==> config.mk <==
export PLATFORM = sky130hd
export DESIGN_NAME = irs_readout_scheduler
export DESIGN_NICKNAME = d
export VERILOG_FILES = /design/src/rtl/irs_readout_pkg.sv /design/src/rtl/irs_readout_watchdog.sv /design/src/rtl/irs_readout_scheduler.sv
export SDC_FILE = /design/constraint.sdc
export NUM_CORES = 1
export LEC_CHECK = 0
export CELL_PAD_IN_SITES_DETAIL_PLACEMENT = 1
export CELL_PAD_IN_SITES_GLOBAL_PLACEMENT = 1
export CORE_UTILIZATION = 43
export DETAILED_ROUTE_END_ITERATION = 7
export PLACE_DENSITY = 0.94
export REMOVE_ABC_BUFFERS = 1
export SETUP_SLACK_MARGIN = 0.2
export SKIP_LAST_GASP = 1
export SYNTH_ARGS = -nofsm -noshare
export SYNTH_HDL_FRONTEND = slang
export SYNTH_SLANG_ARGS = --single-unit
==> constraint.sdc <==
create_clock -name clk_i -period 6.4 [get_ports clk_i]
set_clock_uncertainty 0.15 [all_clocks]
set_input_delay 1.6 -clock clk_i [delete_from_list [all_inputs] [get_ports clk_i]]
set_output_delay 1.6 -clock clk_i [all_outputs]
set_load 0.01 [all_outputs]
==> src/rtl/irs_readout_pkg.sv <==
// Shared definitions for the IRS readout scheduler: FSM encoding, DMA register
// map constants and the per-daughter word-count helper.
package irs_readout_pkg;

   typedef enum logic [3:0] {
      ST_IDLE,
      ST_SUM,
      ST_WAIT_SPACE,
      ST_PROG,
      ST_START,
      ST_WAIT_ACT,
      ST_RUN,
      ST_DONE,
      ST_ERR
   } state_t;

   localparam logic [2:0] DMA_CSR_ADDR  = 3'b100;
   localparam int         DMA_START_BIT = 0;
   localparam int         WORD_SHIFT    = 6;
   localparam int         TOTAL_BITS    = 13;

   // A daughter with count n moves n*64 data words plus one header word.
   function automatic logic [TOTAL_BITS-1:0] daughter_words(input logic [3:0] len);
      return (TOTAL_BITS'(len) << WORD_SHIFT) + TOTAL_BITS'(1);
   endfunction

endpackage

==> src/rtl/irs_readout_watchdog.sv <==
// Loadable up-counter with an all-ones terminal-count flag; used both as the
// start-acknowledge timer and as the run watchdog.
module irs_readout_watchdog #(
   parameter int WIDTH = 16
) (
   input  logic             clk_i,
   input  logic             rst_i,
   input  logic             load,
   input  logic [WIDTH-1:0] load_val,
   input  logic             enable,
   output logic             tc
);

   logic [WIDTH-1:0] count_reg;

   always_ff @(posedge clk_i) begin
      if (rst_i)
         count_reg <= '0;
      else if (load)
         count_reg <= load_val;
      else if (enable)
         count_reg <= count_reg + 1'b1;
   end

   assign tc = &count_reg;

endmodule

==> src/rtl/irs_readout_scheduler.sv <==
// Sequences one event readout: latch lengths, wait for FIFO room, program the
// DMA counts, start it, and supervise the active flag with a watchdog.
module irs_readout_scheduler
   import irs_readout_pkg::*;
#(
   parameter int MAX_DAUGHTERS = 4,
   parameter int NUM_DAUGHTERS = 4,
   parameter int TIMEOUT_BITS  = 16,
   parameter int START_WAIT    = 4
) (
   input  logic                       clk_i,
   input  logic                       rst_i,
   input  logic                       req_i,
   input  logic [4*MAX_DAUGHTERS-1:0] len_i,
   output logic                       ack_o,
   input  logic [15:0]                fifo_free_i,
   output logic [2:0]                 dma_addr_o,
   output logic [7:0]                 dma_dat_o,
   output logic                       dma_wr_o,
   input  logic                       dma_active_i,
   output logic                       dma_rst_o,
   output logic                       busy_o,
   output logic                       done_o,
   output logic                       error_o,
   input  logic                       err_clr_i
);

   localparam int AW = (MAX_DAUGHTERS > 1) ? $clog2(MAX_DAUGHTERS) : 1;
   localparam logic [AW-1:0] LAST_DAU = AW'(NUM_DAUGHTERS - 1);
   // Preload so the terminal count lands on the START_WAIT-th WAIT_ACT cycle.
   localparam logic [TIMEOUT_BITS-1:0] START_LOAD = TIMEOUT_BITS'((1 << TIMEOUT_BITS) - START_WAIT);

   state_t                  state_reg, state_next;
   logic [3:0]              len_reg [MAX_DAUGHTERS];
   logic [TOTAL_BITS-1:0]   total_reg, total_next;
   logic [AW-1:0]           dau_reg, dau_next;
   logic                    err_seen_reg;
   logic                    wd_load, wd_en, wd_tc;
   logic [TIMEOUT_BITS-1:0] wd_load_val;

   always_ff @(posedge clk_i) begin
      if (rst_i) begin
         state_reg    <= ST_IDLE;
         total_reg    <= '0;
         dau_reg      <= '0;
         err_seen_reg <= 1'b0;
         for (int d = 0; d < MAX_DAUGHTERS; d++)
            len_reg[d] <= '0;
      end else begin
         state_reg    <= state_next;
         dau_reg      <= dau_next;
         err_seen_reg <= (state_reg == ST_ERR);
         if (state_reg == ST_SUM)
            total_reg <= total_next;
         if (state_reg == ST_IDLE && req_i) begin
            for (int d = 0; d < MAX_DAUGHTERS; d++)
               len_reg[d] <= len_i[4*d +: 4];
         end
      end
   end

   always_comb begin
      total_next = '0;
      for (int d = 0; d < NUM_DAUGHTERS; d++)
         total_next = total_next + daughter_words(len_reg[d]);
   end

   always_comb begin
      state_next  = state_reg;
      dau_next    = dau_reg;
      wd_load     = 1'b0;
      wd_load_val = '0;
      wd_en       = 1'b0;
      ack_o       = 1'b0;
      dma_addr_o  = '0;
      dma_dat_o   = '0;
      dma_wr_o    = 1'b0;
      dma_rst_o   = 1'b0;
      busy_o      = (state_reg != ST_IDLE);
      done_o      = 1'b0;
      error_o     = 1'b0;
      case (state_reg)
         ST_IDLE: begin
            if (req_i)
               state_next = ST_SUM;
         end
         ST_SUM: begin
            ack_o      = 1'b1;
            dau_next   = '0;
            state_next = ST_WAIT_SPACE;
         end
         ST_WAIT_SPACE: begin
            if (fifo_free_i >= 16'(total_reg))
               state_next = ST_PROG;
         end
         ST_PROG: begin
            dma_wr_o   = 1'b1;
            dma_addr_o = 3'(dau_reg);
            dma_dat_o  = {4'b0, len_reg[dau_reg]};
            if (dau_reg == LAST_DAU)
               state_next = ST_START;
            else
               dau_next = dau_reg + 1'b1;
         end
         ST_START: begin
            dma_wr_o    = 1'b1;
            dma_addr_o  = DMA_CSR_ADDR;
            dma_dat_o   = 8'(1 << DMA_START_BIT);
            wd_load     = 1'b1;
            wd_load_val = START_LOAD;
            state_next  = ST_WAIT_ACT;
         end
         ST_WAIT_ACT: begin
            if (dma_active_i) begin
               // Count the first RUN cycle so the terminal count is hit on cycle 2^N-1.
               wd_load     = 1'b1;
               wd_load_val = TIMEOUT_BITS'(1);
               state_next  = ST_RUN;
            end else begin
               wd_en = 1'b1;
               if (wd_tc)
                  state_next = ST_ERR;
            end
         end
         ST_RUN: begin
            wd_en = 1'b1;
            if (!dma_active_i)
               state_next = ST_DONE;
            else if (wd_tc)
               state_next = ST_ERR;
         end
         ST_DONE: begin
            done_o     = 1'b1;
            wd_load    = 1'b1;
            state_next = ST_IDLE;
         end
         ST_ERR: begin
            error_o   = 1'b1;
            dma_rst_o = !err_seen_reg;
            wd_load   = 1'b1;
            if (err_clr_i)
               state_next = ST_IDLE;
         end
         default: state_next = ST_IDLE;
      endcase
   end

   irs_readout_watchdog #(
      .WIDTH(TIMEOUT_BITS)
   ) u_watchdog (
      .clk_i   (clk_i),
      .rst_i   (rst_i),
      .load    (wd_load),
      .load_val(wd_load_val),
      .enable  (wd_en),
      .tc      (wd_tc)
   );

endmodule

# Yosys cells after proc, flatten, opt, wreduce, memory -nomap -nowiden
# Memory sizes are Yosys's and may differ from the RTL's. A register that Yosys moved wholly into a read port is not among the register bits.
# Index checks and enable logic that the tools add are counted.
# totals
elab_cells	81
in_bits	37
reg_bits	36
out_inout_bits	17
ram_bits	16
mem_count	1
# classes
muxes	36
n_eq_ne	14
n_addsub	9
n_reduce_logical	11
n_lt_le_gt_ge	1
bitwise	4
# memory_table
name	words	width	rd	rd_clocked_by_memory_dff	wr	line	rtl
len_reg	4	4	5	1	4	irs_readout_scheduler.sv:34	logic [3:0] len_reg [MAX_DAUGHTERS];
# ops
operator	count
10-bit by 1-bit adder with 11-bit output, second input constant	4
4-bit 2-to-1 mux	11
16-bit 2-to-1 mux	2
16-bit case mux with 2 select lines	1
4-bit case mux with 8 select lines	1
16-bit by 1-bit adder with 16-bit output, second input constant	1
4-bit by 3-bit == test with 1-bit output, second input constant	4
16-bit by 13-bit greater-or-equal comparator with 1-bit output	1
16-bit AND reduction	1
12-bit by 11-bit adder with 13-bit output	1
13-bit by 11-bit adder with 13-bit output	1
1-bit 2-to-1 mux	13
11-bit by 11-bit adder with 12-bit output	1
2-bit != test, second input constant	5
4-bit by 2-bit == test with 1-bit output, second input constant	2
4-bit case mux with 2 select lines	1
2-bit 2-to-1 mux	3
3-bit case mux with 2 select lines	1
4-bit by 1-bit == test with 1-bit output, second input constant	1
4-bit == test, second input constant	1
4-bit zero test	1
1-bit bitwise OR	4
1-bit case mux with 2 select lines	2
2-bit case mux with 2 select lines	1
other kinds (10)	11

# Longest topological paths before layout
# logic_depth
depth_word	6
mapped_depth	9
mapped_depth_nobuf	9

# Cells and area by module
# From an unflattened synthesis, not the netlist that was laid out.
# unflattened
hier_cells	339
area_unflattened_um2	3103.0
# by_module_without_submodules
mod	area_per_inst_um2	seq_area_each_um2	cells_each	instances
irs_readout_scheduler	2158.3	800.8	225	1
irs_readout_watchdog	944.7	320.3	114	1

# Worst setup path after synthesis
# Ideal clock, no wire load.
# synth_timing
kind	input -> register
start	input port dma_active_i
end	register u_watchdog.count_reg[15]
arrival_time_ns	2.864
slack_ns	3.311
n_path_buf	1
path_stages	5
t_required_ns	6.175
setup_time_ns	0.075
path_cell_list	clkbuf_1 -> o21a_1 -> or3_1 -> or4_1 -> a31oi_1
# synth_between
elab_chain_len	3
word_cells_on_any_way	6
classes_between	mux (5); reduce/logical (1)
# synth_lines
item	line	rtl
start, declared	irs_readout_scheduler.sv:20	input logic dma_active_i,
1-bit 2-to-1 mux	irs_readout_scheduler.sv:114	if (dma_active_i) begin
1-bit case mux with 2 select lines	irs_readout_scheduler.sv:82	case (state_reg)
16-bit 2-to-1 mux / 2-bit nonzero test (equally long branches)	-	
end signal, assigned	irs_readout_watchdog.sv:20	count_reg <= load_val;
end signal, assigned	irs_readout_watchdog.sv:22	count_reg <= count_reg + 1'b1;
end, declared	irs_readout_watchdog.sv:14	logic [WIDTH-1:0] count_reg;
# Several ways; a longest one is shown, not always the timed one.
# A chain may end at the register's enable or synchronous reset.

# Worst setup path in the final report
# layout_timing
start	register state_reg[0]
end	output port ack_o
# layout_between
elab_chain_len	2
# layout_lines
item	line	rtl
start, declared	irs_readout_scheduler.sv:33	state_t state_reg, state_next;
start signal, assigned	irs_readout_scheduler.sv:50	state_reg <= state_next;
4-bit by 1-bit == test with 1-bit output	irs_readout_scheduler.sv:82	
1-bit 2-to-1 mux	irs_readout_scheduler.sv:82	
end, declared	irs_readout_scheduler.sv:15	output logic ack_o,
# No other way between the ends.

==> run summary <==
run status: completed
FP Rows: 30
worst-path cell chain: or4b_1, inv_1, clkdlybuf4s50_1
Buf+Inv Stages, Crit Path: 2
IR drop worst, VDD: 118.1 uV
Worst setup startpoint: state_reg[0]
largest family of logic cells by synthesized area: simple AND/OR/NAND/NOR gates
crit path time final: 4.129 ns
hold-fix buffers at CTS: 0
Skew-Pair Late Insertion Delay: 0.31 ns
nets: 427
Die ar.: 7375 um2
Final TNS setup: 0 ns
Setup Viol. Count Final: 0
TritonCTS Buffers: 5
GP Congestion: 0.8043
Place WS: 2.625 ns
Slowest cell on crit path: or4b_1
Max transition margin: 49.13%
Non-Filler Instances: 465
drt initial violations: 124
Netlist Area Pre-Place: 3025 um2
Worst Tran Pin Value: 0.7631 ns
RSZ-0062 raised after global routing: false
post-DP HPWL: 6134 um
PostCTS Resize Cnt: 0
Root Driver: clkbuf_8
Yosys warnings: 0
Clock Sinks: 48
DR WL/cell: 17.45 um
Post-synth ARST share: 0%
area grow syn2layout: 20.39%
smallest hold slack: 0.3149 ns
multiplexer share of the synthesized area: 3.681%
Die Ht: 85.88 um
IO Count: 54
H-tree depth: 2
via count: 2628
Die W: 85.88 um
placed cell count: 457
Post-Synth Adder-Cell Area: 11.08%
xor/xnor share of the synthesized area: 0.5790%
Max Fclk: 242.2 MHz
number of diodes: 0
Post-DRT Antenna Nets: 0
DRC viols: 0
dominant synthesized flop cell: dfxtp_1
vias in the first global route: 2663
Largest stage delay, worst path: 0.71 ns
Via density: 5.652
Yosys reg bits: 48
worst r2r src: len_reg[3][1]
CP Capture Type: output pin
first-pass GRT wire length: 13330 um
TritonCTS clock tree: yes
Hold Path Class: reg -> reg
Netlist cell types: 59
Initial Util: 44.53%
Leak: 0.001339 uW
final design utilization: 53.61%
port buffer count: 47
Final Hold Fails: 0
largest net degree at the start of global routing: 34
crit path DAT: 2.38 ns
Worst-path clk slew: 0.09 ns
Syn Area/Cell: 9.113 um2
Startpoint Class: register
critical path peak fanout: 13
Top delay family on crit path: buffers and inverters
clock buffer depth: 2
total wire length: 8112 um
DRT Pass-1 Iters: 4
setup bufs post-CTS: 0
register area share after synthesis: 37.06%
setup ws final: 2.271 ns
simple-gate area share of the yosys netlist: 23.78%
CP required: 4.65 ns
HP Start: total_reg[6]
gr usage total: 23.58%
global route overflow: 0
Synth Area in Compound Gates: 16.00%
share of cells above drive strength 1: 6.504%
core outline area: 6794 um2
max_cap viols: 0
Post-synth EDFFs: 16
Power per Cell Area: 213.5 nW/um2
fin crit share: 64.51%
Setup Crit Path Kind: reg -> out
Mapped Cells: 332
fin. max-slew vios: 0
initial antenna violation count: 0
power by group:
part	total [uW]	switching (uW)	internal [uW]
clock	226	110	116
combinational	190	98.2	91.6
sequential	362	21.8	340
cell families (layout without fill, tap and decap cells):
group / count (synthesis) / in the layout
xor gates and xnor gates: 2 / 2
buffers and inverters: 52 / 86
adders and majority gates: 22 / 22
and+or+nand+nor: 128 / 128
muxes: 6 / 6
DFF: 48 / 48
other: 1 / 4
AOI/OAI and AO/OA: 73 / 73
synth_stat cells, types with 5 or more instances:
master / instances / area, um2
a211oi_1: 5 / 37.54
nand2b_1: 7 / 43.79
edfxtp_1: 16 / 480.5
dfxtp_1: 32 / 640.6
or3_1: 5 / 31.28
inv_1: 27 / 101.4
nand4_1: 7 / 43.79
a31oi_1: 5 / 31.28
clkbuf_1: 16 / 60.06
and2_1: 20 / 125.1
o32ai_1: 6 / 52.55
o21ai_0: 8 / 40.04
nor2_1: 18 / 67.56
fa_1: 8 / 160.2
nor2b_1: 7 / 43.79
ha_1: 14 / 175.2
nand2_1: 26 / 97.59
nand3_1: 9 / 45.04
a21oi_1: 29 / 145.1
metal layers:
layer / vias to the layer above / global-route usage, % / routed length (um)
li1: 1251 / - / -
met1: 1283 / 29.12 / 3426
met2: 75 / 40.62 / 4053
met3: 19 / 3.754 / 359
met4: 0 / 10.15 / 273
met5: - / 1.399 / 0
worst min-delay path, stage by stage, from the launching register on:
cell     delay (ns)
dfxtp_1        0.32
nand2_1        0.05
a21oi_1        0.05
final timing paths:
| path | slack [ns] | end | depth (start not counted) |
|---|---|---|---|
| max | 2.27 | ack_o | 3 |
| max reg2reg | 3.31 | total_reg[11] | 9 |
| min | 0.31 | total_reg[6] | 2 |
| min reg2reg | 0.31 | total_reg[6] | 2 |
placed cells by master, fill, tap and decap left out, types with 9 or more instances in the layout:
cell type and instances:
ha_1 14, dfxtp_1 32, a21oi_1 29, edfxtp_1 16, clkdlybuf4s50_1 47, nand2_1 26, inv_1 27, nand3_1 9
and2_1 20, nor2_1 18
metrics by stage:
step | instance area, um2 | power [uW]
5_1_grt | 3642 | 814.8
3_3_place_gp | 3531 | 533.1
4_1_cts | 3642 | 780.7
2_1_floorplan | 2925 | 477.4
6_report | 3642 | 777.6
3_5_place_dp | 3531 | 556.4
cell type report:
cell class	count	area (um2)
Clock buffer	5	68.82
Fill cell	773	3152
Multi-Input combinational cell	235	1683
Clock inverter	3	42.54
Sequential cell	48	1121
Inverter	29	121.4
Timing Repair Buffer	49	485.5
Tap cell	96	120.1
(Power assumes the default switching activity.)
